File: src/rtl/c1126_seq_ctrl.sv
// c1126_seq_ctrl: run controller for the c1126 core.
// Holds a 3-bit vector table, pulses the core reset, plays one vector per
// clock, captures each O0..O2 response after the core latency, then pulses done.
// Optional feature macro: C1126_SEQ_MISR_EN (8-bit response MISR on sig).
// Handshake: start is a single-cycle request honoured only in IDLE; busy is
// high from the first cycle after an accepted start through the final
// cap_valid cycle; done is a one-cycle pulse after that, with busy low.
module c1126_seq_ctrl #(
    parameter int DEPTH   = 16,
    parameter int AW      = 4,
    parameter int RST_CYC = 2,
    parameter int CAP_LAT = 1
) (
    input  logic          clk,
    input  logic          rst,
    input  logic          cfg_we,
    input  logic [AW-1:0] cfg_addr,
    input  logic [2:0]    cfg_data,
    input  logic [AW:0]   len,
    input  logic          start,
    output logic          busy,
    output logic          done,
    output logic          dut_rst,
    output logic [2:0]    dut_in,
    input  logic [2:0]    dut_out,
    output logic          cap_valid,
    output logic [AW-1:0] cap_idx,
    output logic [2:0]    cap_data,
    output logic [7:0]    sig,
    output logic [2:0]    dbg_state_o
);

    localparam logic [2:0] S_IDLE  = 3'd0;
    localparam logic [2:0] S_RSTP  = 3'd1;
    localparam logic [2:0] S_RUN   = 3'd2;
    localparam logic [2:0] S_DRAIN = 3'd3;
    localparam logic [2:0] S_DONE  = 3'd4;

    localparam int          RW      = (RST_CYC > 1) ? $clog2(RST_CYC) : 1;
    localparam logic [AW:0] DEPTH_L = (AW + 1)'(DEPTH);
    localparam logic [AW:0] ONE_N   = (AW + 1)'(1);

    logic [2:0]    state_q, state_d;
    logic [RW-1:0] rcnt_q, rcnt_d;
    logic [AW:0]   k_q, k_d;
    logic [AW:0]   n_q, n_d;
    logic          busy_q, busy_d;
    logic          done_q, done_d;
    logic          dut_rst_q, dut_rst_d;
    logic [2:0]    dut_in_q, dut_in_d;
    logic          drv_v_q, drv_v_d;
    logic [AW-1:0] drv_idx_q, drv_idx_d;
    logic          tbl_we;
    logic [AW:0]   n_clamp;

    logic [2:0]    tbl_q [DEPTH];
    logic          pv_q [CAP_LAT];
    logic [AW-1:0] pidx_q [CAP_LAT];
    logic          cap_valid_q;
    logic [AW-1:0] cap_idx_q;
    logic [2:0]    cap_data_q;

    assign n_clamp = (len > DEPTH_L) ? DEPTH_L : len;

    // Sequencing FSM: next state, drive vector, drive-valid tag and busy/done.
    always_comb begin
        state_d   = state_q;
        rcnt_d    = rcnt_q;
        k_d       = k_q;
        n_d       = n_q;
        busy_d    = busy_q;
        done_d    = 1'b0;
        dut_rst_d = 1'b0;
        dut_in_d  = 3'b000;
        drv_v_d   = 1'b0;
        drv_idx_d = '0;
        tbl_we    = 1'b0;
        case (state_q)
            S_IDLE: begin
                tbl_we = cfg_we;
                if (start) begin
                    n_d = n_clamp;
                    if (n_clamp == '0) begin
                        // Empty run: skip straight to the done pulse.
                        state_d = S_DONE;
                        done_d  = 1'b1;
                    end else begin
                        state_d   = S_RSTP;
                        busy_d    = 1'b1;
                        dut_rst_d = 1'b1;
                        rcnt_d    = '0;
                    end
                end
            end
            S_RSTP: begin
                if (rcnt_q == RW'(RST_CYC - 1)) begin
                    state_d   = S_RUN;
                    dut_in_d  = tbl_q[0];
                    drv_v_d   = 1'b1;
                    drv_idx_d = '0;
                    k_d       = ONE_N;
                end else begin
                    rcnt_d    = rcnt_q + 1'b1;
                    dut_rst_d = 1'b1;
                end
            end
            S_RUN: begin
                if (k_q == n_q) begin
                    state_d = S_DRAIN;
                end else begin
                    dut_in_d  = tbl_q[k_q[AW-1:0]];
                    drv_v_d   = 1'b1;
                    drv_idx_d = k_q[AW-1:0];
                    k_d       = k_q + ONE_N;
                end
            end
            S_DRAIN: begin
                if (cap_valid_q && ({1'b0, cap_idx_q} == n_q - ONE_N)) begin
                    state_d = S_DONE;
                    done_d  = 1'b1;
                    busy_d  = 1'b0;
                end
            end
            S_DONE: begin
                state_d = S_IDLE;
            end
            default: begin
                state_d = S_IDLE;
                busy_d  = 1'b0;
            end
        endcase
    end

    // Control registers; reset holds the core in reset and aborts any run.
    always_ff @(posedge clk or posedge rst) begin
        if (rst) begin
            state_q   <= S_IDLE;
            rcnt_q    <= '0;
            k_q       <= '0;
            n_q       <= '0;
            busy_q    <= 1'b0;
            done_q    <= 1'b0;
            dut_rst_q <= 1'b1;
            dut_in_q  <= 3'b000;
            drv_v_q   <= 1'b0;
            drv_idx_q <= '0;
        end else begin
            state_q   <= state_d;
            rcnt_q    <= rcnt_d;
            k_q       <= k_d;
            n_q       <= n_d;
            busy_q    <= busy_d;
            done_q    <= done_d;
            dut_rst_q <= dut_rst_d;
            dut_in_q  <= dut_in_d;
            drv_v_q   <= drv_v_d;
            drv_idx_q <= drv_idx_d;
        end
    end

    // Vector table: written only while idle, cleared by reset.
    always_ff @(posedge clk or posedge rst) begin
        if (rst) begin
            for (int i = 0; i < DEPTH; i++) tbl_q[i] <= 3'b000;
        end else if (tbl_we) begin
            tbl_q[cfg_addr] <= cfg_data;
        end
    end

    // Latency pipe: the drive tag reaches the last stage in the cycle the
    // core response for that vector is valid, which is then sampled.
    always_ff @(posedge clk or posedge rst) begin
        if (rst) begin
            for (int i = 0; i < CAP_LAT; i++) begin
                pv_q[i]   <= 1'b0;
                pidx_q[i] <= '0;
            end
            cap_valid_q <= 1'b0;
            cap_idx_q   <= '0;
            cap_data_q  <= 3'b000;
        end else begin
            pv_q[0]   <= drv_v_q;
            pidx_q[0] <= drv_idx_q;
            for (int i = 1; i < CAP_LAT; i++) begin
                pv_q[i]   <= pv_q[i-1];
                pidx_q[i] <= pidx_q[i-1];
            end
            cap_valid_q <= pv_q[CAP_LAT-1];
            if (pv_q[CAP_LAT-1]) begin
                cap_idx_q  <= pidx_q[CAP_LAT-1];
                cap_data_q <= dut_out;
            end
        end
    end

`ifdef C1126_SEQ_MISR_EN
    logic [7:0] sig_q, sig_d;

    // One MISR step, polynomial x^8+x^6+x^5+x^4+1, response folded into [2:0].
    function automatic logic [7:0] misr_step(input logic [7:0] s, input logic [2:0] d);
        misr_step = {s[6:0], 1'b0} ^ (s[7] ? 8'h71 : 8'h00) ^ {5'b00000, d};
    endfunction

    // Signature next value: cleared on an accepted start, stepped per capture.
    always_comb begin
        sig_d = sig_q;
        if (cap_valid_q) sig_d = misr_step(sig_q, cap_data_q);
        if (state_q == S_IDLE && start) sig_d = 8'h00;
    end

    // Signature register.
    always_ff @(posedge clk or posedge rst) begin
        if (rst) sig_q <= 8'h00;
        else     sig_q <= sig_d;
    end

    assign sig = sig_q;
`else
    assign sig = 8'h00;
`endif

    assign busy        = busy_q;
    assign done        = done_q;
    assign dut_rst     = dut_rst_q;
    assign dut_in      = dut_in_q;
    assign cap_valid   = cap_valid_q;
    assign cap_idx     = cap_idx_q;
    assign cap_data    = cap_data_q;
    assign dbg_state_o = state_q;

endmodule
File: config.mk
export PLATFORM = sky130hd
export DESIGN_NAME = c1126_seq_ctrl
export DESIGN_NICKNAME = d
export VERILOG_FILES = /design/src/rtl/c1126_seq_ctrl.sv
export SDC_FILE = /design/constraint.sdc
export NUM_CORES = 1
export LEC_CHECK = 0
export CORE_MARGIN = 5
export CORE_UTILIZATION = 51
export DETAILED_ROUTE_END_ITERATION = 8
export PLACE_DENSITY = 0.84
export SYNTH_ARGS = -nofsm -noshare
export SYNTH_HDL_FRONTEND = slang
export SYNTH_SLANG_ARGS = --single-unit
File: constraint.sdc
create_clock -name clk -period 2.9 [get_ports clk]
set_input_delay 0.58 -clock clk [delete_from_list [all_inputs] [get_ports clk]]
set_output_delay 0.58 -clock clk [all_outputs]
set_load 0.005 [all_outputs]
# Yosys cells after proc, flatten, opt, wreduce, memory -nomap -nowiden
# Index checks and enable logic that the tools add are counted.
word_totals:
  register_bits: 86
  input_bits: 19
  output_inout_bits: 25
  wordCells: 106
classes:
  addsub: 3
  magnitude_cmp: 4
  n_eq_ne: 12
  n_mux: 41
  n_bitwise: 3
  reduce_logical: 12
op_table:
  columns: ["op", "n"]
  rows:
  - ["$bwmux 48", 1]
  - ["$mux 3", 10]
  - ["$mux 1", 15]
  - ["$mux 5", 3]
  - ["$bmux 3 s4", 1]
  - ["$demux 3 s4", 1]
  - ["$ne 2x2->1 const B", 6]
  - ["$pmux 3 s4", 1]
  - ["$ge 5x5->1 const B", 2]
  - ["$not 4->5", 2]
  - ["$pmux 5 s2", 1]
  - ["$mux 4", 2]
  - ["$pmux 1 s2", 4]
  - ["$reduce_and 4->1", 2]
  - ["$eq 3x2->1 const B", 2]
  - ["$pmux 3 s2", 1]
  - ["$reduce_and 3->1", 2]
  - ["$add 5x1->5 const B", 1]
  - ["$eq 4x5->1", 1]
  - ["$eq 5x5->1", 1]
  - ["$gt 5x5->1 const B", 1]
  - ["$logic_not 5->1", 1]
  - ["$lt 5x1->1 const B", 1]
  - ["$sub 5x1->5 const B", 1]
  - ["other kinds (10)", 12]

# Depth between registers and ports, before layout
logic_depth:
  depth_word: 6
  depth_mapped: 7
  ltp_nobuf: 7

# Least setup slack after synthesis
# OpenSTA, ideal clock, no wires.
synth_timing:
  path_type: "reg2reg"
  from: "register n_q[0]"
  to: "register busy_q, in the netlist busy"
  setup_ns: 0.118
  t_arrival_ns: 1.783
  t_required_ns: 2.782
  path_slack_ns: 0.999
  path_stages_with_launch: 8
  n_path_buf: 0
  period_less_slack_ns: 1.901
  path_cell_list: "dfrtp_1 inv_1 ha_1 xor2_1 o32a_1 a2111oi_2 o21ai_1 a21o_1"
synth_via:
  elab_chain_cells: 5
synth_rtl:
  columns: ["element", "line", "text"]
  rows:
  - ["start, declared", "46", "logic [AW:0] n_q, n_d;"]
  - ["start signal, assigned", "151", "n_q <= n_d;"]
  - ["$sub 5x1->5", "118", "if (cap_valid_q && ({1'b0, cap_idx_q} == n_q - ONE_N)) begin"]
  - ["$eq 4x5->1", "118", null]
  - ["$logic_and 1x1->1", "118", null]
  - ["$ne 2x2->1 (no line)", null, null]
  - ["$reduce_and 4->1 (no line)", null, null]
  - ["end signal, assigned", "152", "busy_q <= busy_d;"]
  - ["end, declared", "47", "logic busy_q, busy_d;"]
# Every way passes these cells.
# A chain may end at the register's enable or synchronous reset.

# Worst setup path after layout
layout_timing:
  from: "input port cfg_we"
  to: "register tbl_q[35] (netlist bit)"
layout_via:
  elab_chain_cells: 1
layout_rtl:
  columns: ["element", "line", "text"]
  rows:
  - ["start, declared", "16", "input logic cfg_we,"]
  - ["$mux 1", "78", "case (state_q)"]
  - ["end signal, assigned by index", "166", "tbl_q[cfg_addr] <= cfg_data;"]
  - ["end, declared", "56", "logic [2:0] tbl_q [DEPTH];"]
# Every way passes these cells.

==> flow_summary_export.csv <==
group,metric,value,unit
detailed_routing,wl_met3,475,um
detailed_routing,drt_iter0_drc,96,
floorplan,initial_utilization,52.27,%
power,p_total,2.150,mW
setup_path,end_kind,"flop",
clock_network,root_buffer,"clkbuf_8",
setup_path,arrival,2400,ps
global_route,antenna_found_initial,0,
outcome,status,"complete, no violations",
clock_network,cts_tree,"yes",
floorplan,die_y,98.99,um
layout,seq_area,2153,um^2
layout,drive_gt1_share,20.90,%
global_route,grt_pass1_wl,13.48,mm
timing,tightestPinTransition,642.9,ps
timing,slew_headroom,57.01,%
layout,layout_commonest_cell,"dfrtp_1",
timing,setup_viol,0,
detailed_routing,top_layer,"met4",
setup_path,critPathRequiredTime,3130,ps
clock_network,clkSinkCount,86,
yosys,netlist_area,4039,um^2
yosys,synth-seq-area-share,53.31,%
clock_network,cts_setup_buffers,0,
place,portBuffers,35,
clock_network,clk_pin_slew_worst_paths,90,ps
layout,n_antenna_cell,0,
detailed_routing,drt-met1-wl,3.411,mm
yosys,ys_ff_latch,86,
layout,area_growth,15.46,%
yosys,yosys.area_share.simple,10.35,%
setup_path,crit_type,"in2reg",
yosys,synth-xor-area-share,2.385,%
timing,finalCritPeriodShare,74.72,%
power,cellPowerDensity,461.0,nW/um^2
yosys,synth_compound_area_share,5.483,%
run,cap_violations,0,
detailed_routing,wire_per_inst,17.78,um
clock_network,cts_buffer_depth,2,
detailed_routing,wl,8.108,mm
yosys,yosys_warnings,0,
floorplan,die_area,9799,um^2
global_route,grt_pass1_vias,2624,
clock_network,htreeDepth,3,
power,leakage,2.134,nW
layout,fillers,616,
layout,final_util,60.35,%
clock_network,clock_latency,360,ps
layout,multi_input_area,1753,um^2
setup_path,worst-path-max-fanout,4,
timing,slew_violations,0,
floorplan,die_w,98.99,um
yosys,syn_inst,312,
place,place_worst_setup_slack,353.6,ps
detailed_routing,wl_met2,4.125,mm
timing,period_minus_slack,2167,ps
place,dp.cells,440,
floorplan,row_count,32,
global_route,grt_max_degree,61,
yosys,synth.area.mux_share,23.82,%
global_route,globalRoute.totalOverflow,0,
yosys,synth_top_family_by_area,"multiplexers",
layout,final_nets,370,
layout,fin_cells,456,
floorplan,ios,44,
clock_network,cts-resized-gates,0,
worst_hold_path,hp-class,"reg2reg",
clock_network,cts_buffers,9,
detailed_routing,vias,2528,
timing,rsz0062_at_grt,"no",
place,hpwl,5.776,mm
timing,setup_ws,733.1,ps
place,gp_congestion,0.8922,
detailed_routing,drc,0,
timing,setup_tns,0,ps
yosys,synth.avg_cell_area,12.95,um^2
timing,hold_viol,0,
timing,fin_skew,10.23,ps
yosys,synth_flop_cell,"dfrtp_1",
layout,final_cell_mix,"dfrtp_1, clkdlybuf4s50_1, mux2_2",
detailed_routing,vias_per_cell,5.544,
power,ir_worst_vdd,348.1,uV
detailed_routing,drt_pass1_iterations,4,
clock_network,ctsHoldBuffers,0,
yosys,synth-edff-count,0,
detailed_routing,ant_nets,0,
yosys,yosysUniqueCellTypes,44,
setup_path,start_kind,"input port",
timing,max_freq,0.4615,GHz
global_route,gr-usage-all-layers,17.63,%
yosys,async_flop_share,100.0,%
floorplan,core_area,7727,um^2
yosys,synth_fa_ha_area_share,0.6196,%
==> per-layer routing <==
layer  vias up  GRT usage (%)
met5         -              0
met4         0          6.408
met3         7          4.176
met2        65          28.93
met1      1281          22.89
li1       1175              -
==> state kept, by name, indices dropped and copies added (netlist names), 3 cells and up <==
signal       count
drv_idx_q        4
dut_in           3
dbg_state_o      3
cap_data         3
pidx_q           4
cap_idx          4
k_q              5
tbl_q           48
n_q              5
==> power breakdown <==
part | internal, mW | leakage (nW) | total [mW] | switching (mW)
Combinational | 0.0417 | 0.885 | 0.0947 | 0.0530
Clock | 0.401 | 0.0996 | 0.843 | 0.442
Sequential | 1.21 | 1.15 | 1.21 | 0.00505
Total | 1.65 | 2.13 | 2.15 | 0.500
==> stage by stage <==
stage / hold slack (ps) / cell area [um^2]
floorplan: 331.2 / 4065
global placement: 332.0 / 4466
detailed placement: 334.7 / 4466
CTS: 354.9 / 4663
global route: 361.1 / 4663
finish: 353.3 / 4663
==> cell usage after synthesis (3+ instances only) <==
master	count	share of area [%]
o21ai_0	7	0.87
mux2_1	25	7.0
o21ai_1	3	0.37
a21oi_1	4	0.50
nand3_1	4	0.50
clkbuf_1	7	0.65
xor2_1	8	1.7
buf_2	4	0.50
nand2b_1	7	1.1
mux2_2	32	8.9
a22o_1	3	0.65
mux2i_1	5	1.2
dfrtp_1	85	53
nand2_1	21	2.0
and2_1	5	0.77
nor2b_1	9	1.4
mux4_2	12	6.7
a211oi_1	4	0.74
inv_1	6	0.56
buf_4	9	1.7
nor3_1	6	0.74
xnor2_1	3	0.65
nor2_1	14	1.3
==> worst max-delay path: stages <==
cell	delay, ps
clkdlybuf4s50_1	440
nor4b_2	370
nor2b_1	230
nand2b_1	150
nor2b_1	270
mux2_1	360
==> area by class of cell <==
cell class	count	share of cell area [%]
flip-flops and latches	86	46.18
repair buffers	41	8.747
inverters	6	0.5098
multi-input cells	205	37.59
well taps	102	2.737
clock inverters	7	1.583
clock buffers	9	2.656
==> final timing paths <==
kind	startpoint	end	slack [ps]	cells after the start
max in group asynchronous	rst	dut_rst$_DFF_PP1_	1670	3
worst max-delay path	cfg_we	tbl_q[35]$_DFFE_PP0P_	730	6
min in group asynchronous	rst	tbl_q[9]$_DFFE_PP0P_	540	2
worst max register to register	dbg_state_o[2]$_DFFE_PP0P_	tbl_q[35]$_DFFE_PP0P_	740	5
worst min register to register	drv_idx_q[1]$_DFF_PP0_	pidx_q[1]$_DFF_PP0_	350	0
worst min-delay path	drv_idx_q[1]$_DFF_PP0_	pidx_q[1]$_DFF_PP0_	350	0
==> cell families after synthesis <==
logic type | Yosys count
flip-flops | 86
AND/OR/NAND/NOR | 79
multiplexers | 74
AO/OA/AOI/OAI | 31
buffers and inverters | 28
XOR/XNOR | 11
adder cells (fa/ha/maj) | 2
other | 1
Note: power is estimated with default switching activity, not from simulation.
